--- src/rtl/cm0_dap_cdc_pkg.sv ---
// ---------------------------------------------------------------------------
// cm0_dap_cdc_pkg : shared types and constants for the DAP CDC handshake blocks
// Revision: 1.0
// ---------------------------------------------------------------------------
`default_nettype none
package cm0_dap_cdc_pkg;

  typedef enum logic [1:0] {
    ST_IDLE   = 2'd0,
    ST_LAUNCH = 2'd1,
    ST_WAIT   = 2'd2,
    ST_LOAD   = 2'd3
  } hs_state_e;

  localparam int SYNC_STAGES_MIN = 2;
  localparam int SYNC_STAGES_MAX = 4;

  function automatic int clamp_sync_stages(input int n);
    if (n < SYNC_STAGES_MIN) return SYNC_STAGES_MIN;
    if (n > SYNC_STAGES_MAX) return SYNC_STAGES_MAX;
    return n;
  endfunction

endpackage
`default_nettype wire

--- src/rtl/cm0_dap_cdc_sync.sv ---
// ---------------------------------------------------------------------------
// cm0_dap_cdc_sync : reset-to-0 flop-chain synchroniser (swap for library cell)
// Revision: 1.0
// ---------------------------------------------------------------------------
`default_nettype none
module cm0_dap_cdc_sync #(
  parameter int STAGES = 2
) (
  input  logic REGCLK,
  input  logic RARREGRESETn,
  input  logic d,
  output logic q
);

  logic [STAGES-1:0] sync_q;

  always_ff @(posedge REGCLK or negedge RARREGRESETn) begin
    if (!RARREGRESETn) sync_q <= '0;
    else               sync_q <= {sync_q[STAGES-2:0], d};
  end

  assign q = sync_q[STAGES-1];

endmodule
`default_nettype wire

--- src/rtl/cm0_dap_cdc_hs_send.sv ---
// ---------------------------------------------------------------------------
// cm0_dap_cdc_hs_send : toggle-handshake multi-bit launch register
// Optional holding buffer: define CM0_DAP_CDC_HS_SEND_BUF_EN.  Revision: 1.0
// ---------------------------------------------------------------------------
`default_nettype none
module cm0_dap_cdc_hs_send
  import cm0_dap_cdc_pkg::*;
#(
  parameter int PRESENT     = 1,
  parameter int WIDTH       = 32,
  parameter int SYNC_STAGES = 2
) (
  input  logic             REGCLK,
  input  logic             RARREGRESETn,
  input  logic             SE,
  input  logic             SVALID,
  output logic             SREADY,
  input  logic [WIDTH-1:0] SDATA,
  output logic             REQ,
  output logic [WIDTH-1:0] DATA,
  input  logic             ACK,
  output logic             BUSY
);

  localparam int SYNC_N = clamp_sync_stages(SYNC_STAGES);

  generate
    if (PRESENT != 0) begin : g_present
      hs_state_e        state;
      logic             req_q;
      logic [WIDTH-1:0] data_q;
      logic             ack_sync;
      logic             done;
      logic             accept;
      logic             unused_se;

      assign unused_se = SE;

      cm0_dap_cdc_sync #(.STAGES(SYNC_N)) u_ack_sync (
        .REGCLK       (REGCLK),
        .RARREGRESETn (RARREGRESETn),
        .d            (ACK),
        .q            (ack_sync)
      );

      assign done   = (ack_sync == req_q);
      assign accept = SVALID & SREADY;
      assign REQ    = req_q;
      assign DATA   = data_q;

`ifdef CM0_DAP_CDC_HS_SEND_BUF_EN
      logic [WIDTH-1:0] buf_q;
      logic             buf_full;

      always_comb begin
        case (state)
          ST_IDLE:             SREADY = done;
          ST_LAUNCH, ST_WAIT:  SREADY = ~buf_full;
          default:             SREADY = 1'b0;
        endcase
      end

      assign BUSY = (state != ST_IDLE) | buf_full;

      always_ff @(posedge REGCLK or negedge RARREGRESETn) begin
        if (!RARREGRESETn) begin
          state    <= ST_IDLE;
          req_q    <= 1'b0;
          data_q   <= '0;
          buf_q    <= '0;
          buf_full <= 1'b0;
        end else begin
          if (accept && (state != ST_IDLE)) begin
            buf_q    <= SDATA;
            buf_full <= 1'b1;
          end
          case (state)
            ST_IDLE: if (accept) begin
              data_q <= SDATA;
              state  <= ST_LAUNCH;
            end
            ST_LAUNCH: begin
              req_q <= ~req_q;
              state <= ST_WAIT;
            end
            // A word written in the completion cycle must still go through LOAD
            ST_WAIT: if (done) state <= (buf_full | accept) ? ST_LOAD : ST_IDLE;
            ST_LOAD: begin
              data_q   <= buf_q;
              buf_full <= 1'b0;
              state    <= ST_LAUNCH;
            end
            default: state <= ST_IDLE;
          endcase
        end
      end
`else
      assign SREADY = (state == ST_IDLE) & done;
      assign BUSY   = (state != ST_IDLE);

      always_ff @(posedge REGCLK or negedge RARREGRESETn) begin
        if (!RARREGRESETn) begin
          state  <= ST_IDLE;
          req_q  <= 1'b0;
          data_q <= '0;
        end else begin
          case (state)
            ST_IDLE: if (accept) begin
              data_q <= SDATA;
              state  <= ST_LAUNCH;
            end
            ST_LAUNCH: begin
              req_q <= ~req_q;
              state <= ST_WAIT;
            end
            ST_WAIT: if (done) state <= ST_IDLE;
            default: state <= ST_IDLE;
          endcase
        end
      end
`endif
    end else begin : g_absent
      logic unused_inputs;
      assign unused_inputs = ^{REGCLK, RARREGRESETn, SE, SVALID, SDATA, ACK};
      assign SREADY = 1'b1;
      assign REQ    = 1'b0;
      assign DATA   = '0;
      assign BUSY   = 1'b0;
    end
  endgenerate

endmodule
`default_nettype wire

--- config.mk ---
export PLATFORM = sky130hd
export DESIGN_NAME = cm0_dap_cdc_hs_send
export DESIGN_NICKNAME = d
export VERILOG_FILES = /design/src/rtl/cm0_dap_cdc_pkg.sv /design/src/rtl/cm0_dap_cdc_sync.sv /design/src/rtl/cm0_dap_cdc_hs_send.sv
export SDC_FILE = /design/constraint.sdc
export NUM_CORES = 1
export LEC_CHECK = 0
export ABC_AREA = 1
export CAP_MARGIN = 20
export CORE_MARGIN = 2
export CORE_UTILIZATION = 30
export DETAILED_ROUTE_END_ITERATION = 16
export GPL_ROUTABILITY_DRIVEN = 0
export SKIP_CTS_REPAIR_TIMING = 1
export SYNTH_ARGS = -nofsm -noshare
export SYNTH_HDL_FRONTEND = slang
export SYNTH_SLANG_ARGS = --single-unit
--- constraint.sdc ---
create_clock -name REGCLK -period 1.35 [get_ports REGCLK]
set_input_delay 0.405 -clock REGCLK [delete_from_list [all_inputs] [get_ports REGCLK]]
set_output_delay 0.405 -clock REGCLK [all_outputs]
set_load 0.02 [all_outputs]
* Word level (Yosys, flattened, before mapping)
Index checks and enable logic that the tools add are counted.
** Word-level totals
- Bits in registers :: 37
- Input bits :: 37
- Output and inout bits :: 35
- Logic and storage cells :: 19
** Cells by class
- Reduce and logical (&&, ||, !) cells :: 4
- Bitwise operators :: 3
- Eq/ne operators :: 5
- Multiplexer cells :: 3
** Operators by type and width (count)
- 2-bit one-hot mux with 3 select lines :: 1
- 2-bit two-way mux :: 2
- 2-bit inequality test (second input constant) :: 2
- 2-bit AND reduction :: 2
- 1-bit bitwise AND :: 2
- 2-bit by 1-bit equality test with 1-bit output (second input constant) :: 1
- 2-bit equality test (second input constant) :: 1
- 2-bit zero test :: 1
- 2-bit nonzero test :: 1
- 1-bit equality test :: 1
- 1-bit inverter :: 1

* Depth between registers and ports, before layout
- Depth after elaboration :: 5
- Mapped depth :: 7
- Gate-level depth less buffers :: 6

* Hierarchy
Synthesis repeated with hierarchy kept, for this count alone.
** Second synthesis, totals
- Cell total of the unflattened synthesis :: 162
- Area total of the unflattened synthesis :: 1630.3 um^2
** By module, submodules not included
- cm0_dap_cdc_hs_send :: area an instance 1580.3 um^2, seq. area each 875.8 um^2, instances 1, cells an instance 160
- cm0_dap_cdc_sync :: area an instance 50.0 um^2, seq. area each 50.0 um^2, instances 1, cells an instance 2

* Worst setup path after synthesis
OpenSTA, ideal clock, no wires.
- Path type :: reg-to-output
- Start :: register g_present.req_q, in the netlist REQ
- End :: output port SREADY
- Arrival time :: 1.087 ns
- Stages on the path, launching flop included :: 6
- Path buffers :: 1
- Path slack :: -0.142 ns
- Data required time :: 0.945 ns
- Cells stage by stage :: dfrtp_1 nand2_1 nand2_4 buf_2 nand2_1 inv_1
** Between the ends
- Cells in the longest elaborated chain, start to end :: 2
** Ends and longest elaborated chain
- start, declared :: RTL line cm0_dap_cdc_hs_send.sv:30 : logic req_q;
- start signal, assigned :: RTL line cm0_dap_cdc_hs_send.sv:113 : req_q <= ~req_q;
- 1-bit equality test :: RTL line cm0_dap_cdc_hs_send.sv:46 : assign done = (ack_sync == req_q);
- 1-bit bitwise AND :: RTL line cm0_dap_cdc_hs_send.sv:98 : assign SREADY = (state == ST_IDLE) & done;
- end, declared :: RTL line cm0_dap_cdc_hs_send.sv:17 : output logic SREADY,
Every way passes these cells.

* Final worst setup path
Same ends and word-level chain as after synthesis.

==> run_results.csv <==
group,metric,value,unit
finish,nets,301,
global_route,grt_pass1_wl,6830,microns
route,wl_per_cell,12.5,microns
pwr,ir_drop,1.25,mV
floorplan,rows,26,
min_path,hp-class,"input port to async pin",
setup_path,startpoint_type,"register",
floorplan,die_area,0.00604,sq mm
synth,netlist_area,0.00163,sq mm
setup_path,worst_ep_required_time,0.95,ns
synth,synth_seq_cells,37,
sta,drv_slew,0,
sta,setup_slack,-0.189,ns
run_status,violations,"setup timing",
finish,stdcell_count,334,
sta,slew_headroom,0.763,
run_status,status,"complete, but fails checks",
placed_design,place_inst,326,
finish,area_growth,70.5,%
setup_path,cp-end-kind,"output port",
finish,diodes,0,
synth,synth_cells,162,
finish,fill_cells,490,
clock_network,cts_tree,"built",
clock_network,htreeDepth,2,
route,vias,1438,
clock_network,root_buffer,"clkbuf_8",
placed_design,port_buffers,70,
route,drc,0,
flow_run,drv_cap,0,
setup_path,worstPathMaxFanout,3,
placed_design,hpwl,2720,microns
floorplan,die_w,77.7,microns
pwr,power.density,2200,mW/mm^2
sta,fmax,650,MHz
placed_design,dpl_worst_slack,-0.338,ns
finish,utilization,0.537,
route,drtPass1Iterations,4,
clock_network,path_clk_slew,0.07,ns
finish,design_area,0.00278,sq mm
clock_network,numCtsBuffers,5,
floorplan,core-area,0.00517,sq mm
route,wirelength,4170,microns
floorplan,ioPinCount,72,
synth,yosys_warnings,0,
clock_network,cts.sinks,37,
sta,fin_crit,1.54,ns
setup_path,critPathKind,"register to output port",
setup_path,worstRegToRegCells,8,
sta,period_share,1.14,
finish,multi_input_area,591,sq um
route,drt-initial-drc-count,56,
floorplan,die_h,77.7,microns
sta,final_hold_viol_count,0,
clock_network,clock_latency,0.28,ns
placed_design,place_area,0.00263,sq mm
synth,synth_seq_area_share,0.568,
pwr,leakage,1.68,nW
sta,tightest_slew,0.356,ns
route,viasPerCell,4.31,
sta,skew,0.00681,ns
sta,rsz0062_at_grt,"yes",
floorplan,initial_core_util,0.315,
global_route,gr-usage-all-layers,0.144,
global_route,first_global_vias,1425,
finish,layout-drive-gt1-share,0.330,
global_route,antenna_found_initial,0,
finish,final-seq-area,927,sq um
synth,syn_avg_cell_area,10.1,sq um
synth,syn-num-nets,199,
global_route,grt_max_degree,38,
synth,synth_cell_type_count,15,
route,route.antenna.remaining_nets,0,
clock_network,clockBufferDepth,2,
sta,setup_viol,35,
setup_path,cp_data_arrival_time,1.13,ns
global_route,grt_overflow_total,0,
==> through the flow <==
stage               power (mW)  hold slack (ns)  setup TNS [ns]
floorplan                 3.68            0.109       -0.000700
global placement          5.54            0.346           -4.84
detailed placement        5.55            0.349           -5.05
CTS                       6.31           0.0668          -16.11
global route              6.56           0.0832           -8.10
finish                    6.10           0.0756           -3.87
==> final cells by class <==
cell class	count	area share
Timing Repair Buffer	108	0.386
Clock buffer	6	0.0261
Sequential cell	37	0.334
Multi-Input combinational cell	106	0.213
Clock inverter	1	0.00180
Tap cell	70	0.0315
Inverter	6	0.00810
==> sequential cells by signal (all words and copies together), names as in the netlist <==
name / flops
DATA: 32
g_present.state: 2
REQ: 1
g_present.u_ack_sync.sync_q: 2
==> layer usage <==
layer / wire length, microns / share of wire / track usage / vias up
met1: 1930 / 0.46 / 0.193 / 654
met5: 0 / 0 / 0 / -
met3: 210 / 0.050 / 0.0384 / 2
met2: 2010 / 0.48 / 0.225 / 42
li1: - / - / - / 740
met4: 15 / 0.0036 / 0.0482 / 0
==> cells by family (layout without fill, tap and decap cells) <==
kind of cell	after synthesis	count (layout)	synth area share
XOR/XNOR	1	1	0.00537
AND/OR/NAND/NOR	104	104	0.354
buffers and inverters	19	121	0.0698
flip-flops	37	37	0.568
AO/OA/AOI/OAI	1	1	0.00307
==> worst paths after layout <==
kind	from	endpoint	slack (ns)
worst max-delay path	REQ$_DFFE_PN0N_	SREADY	-0.19
worst min-delay path	RARREGRESETn	g_present.state[0]$_DFFE_PN0P_	0.08
worst max register to register	REQ$_DFFE_PN0N_	DATA[21]$_DFFE_PN0P_	-0.13
worst min register to register	g_present.u_ack_sync.sync_q[0]$_DFF_PN0_	g_present.u_ack_sync.sync_q[1]$_DFF_PN0_	0.36
max in group asynchronous	RARREGRESETn	REQ$_DFFE_PN0N_	1.08
min in group REGCLK	g_present.u_ack_sync.sync_q[0]$_DFF_PN0_	g_present.u_ack_sync.sync_q[1]$_DFF_PN0_	0.36
==> critical path, stage by stage, from the launching register on <==
cell	delay [ns]
dfrtp_2	0.42
inv_2	0.06
nand2_2	0.05
nand2_4	0.05
nand2_1	0.06
inv_2	0.04
clkbuf_2	0.16
==> report_power, final <==
group          switching (mW)  internal (mW)
Clock                   0.364          0.351
Sequential              0.271           1.60
Combinational            1.78           1.74
==> cells in the mapped netlist, drive strengths merged <==
cell type   n  area [sq um]
nand2      69           342
dfrtp      37           926
nand4      32           200
buf        10          68.8
inv         6          22.5
clkbuf      3          22.5
nand3       1          17.5
nor2        1          11.3
o21ai       1          5.00
or2         1          6.26
xor2        1          8.76
==> cells in the final DEF, fill, tap and decap left out, drive strengths merged <==
cell type      synthesis  layout
buf                   10      40
clkbuf                 3       9
clkdlybuf4s50          0      34
clkinv                 0       1
dfrtp                 37      37
dlymetal6s2s           0      31
inv                    6       6
nand2                 69      69
nand3                  1       1
nand4                 32      32
nor2                   1       1
o21ai                  1       1
or2                    1       1
xor2                   1       1
Note: power is estimated with default switching activity, not from simulation.
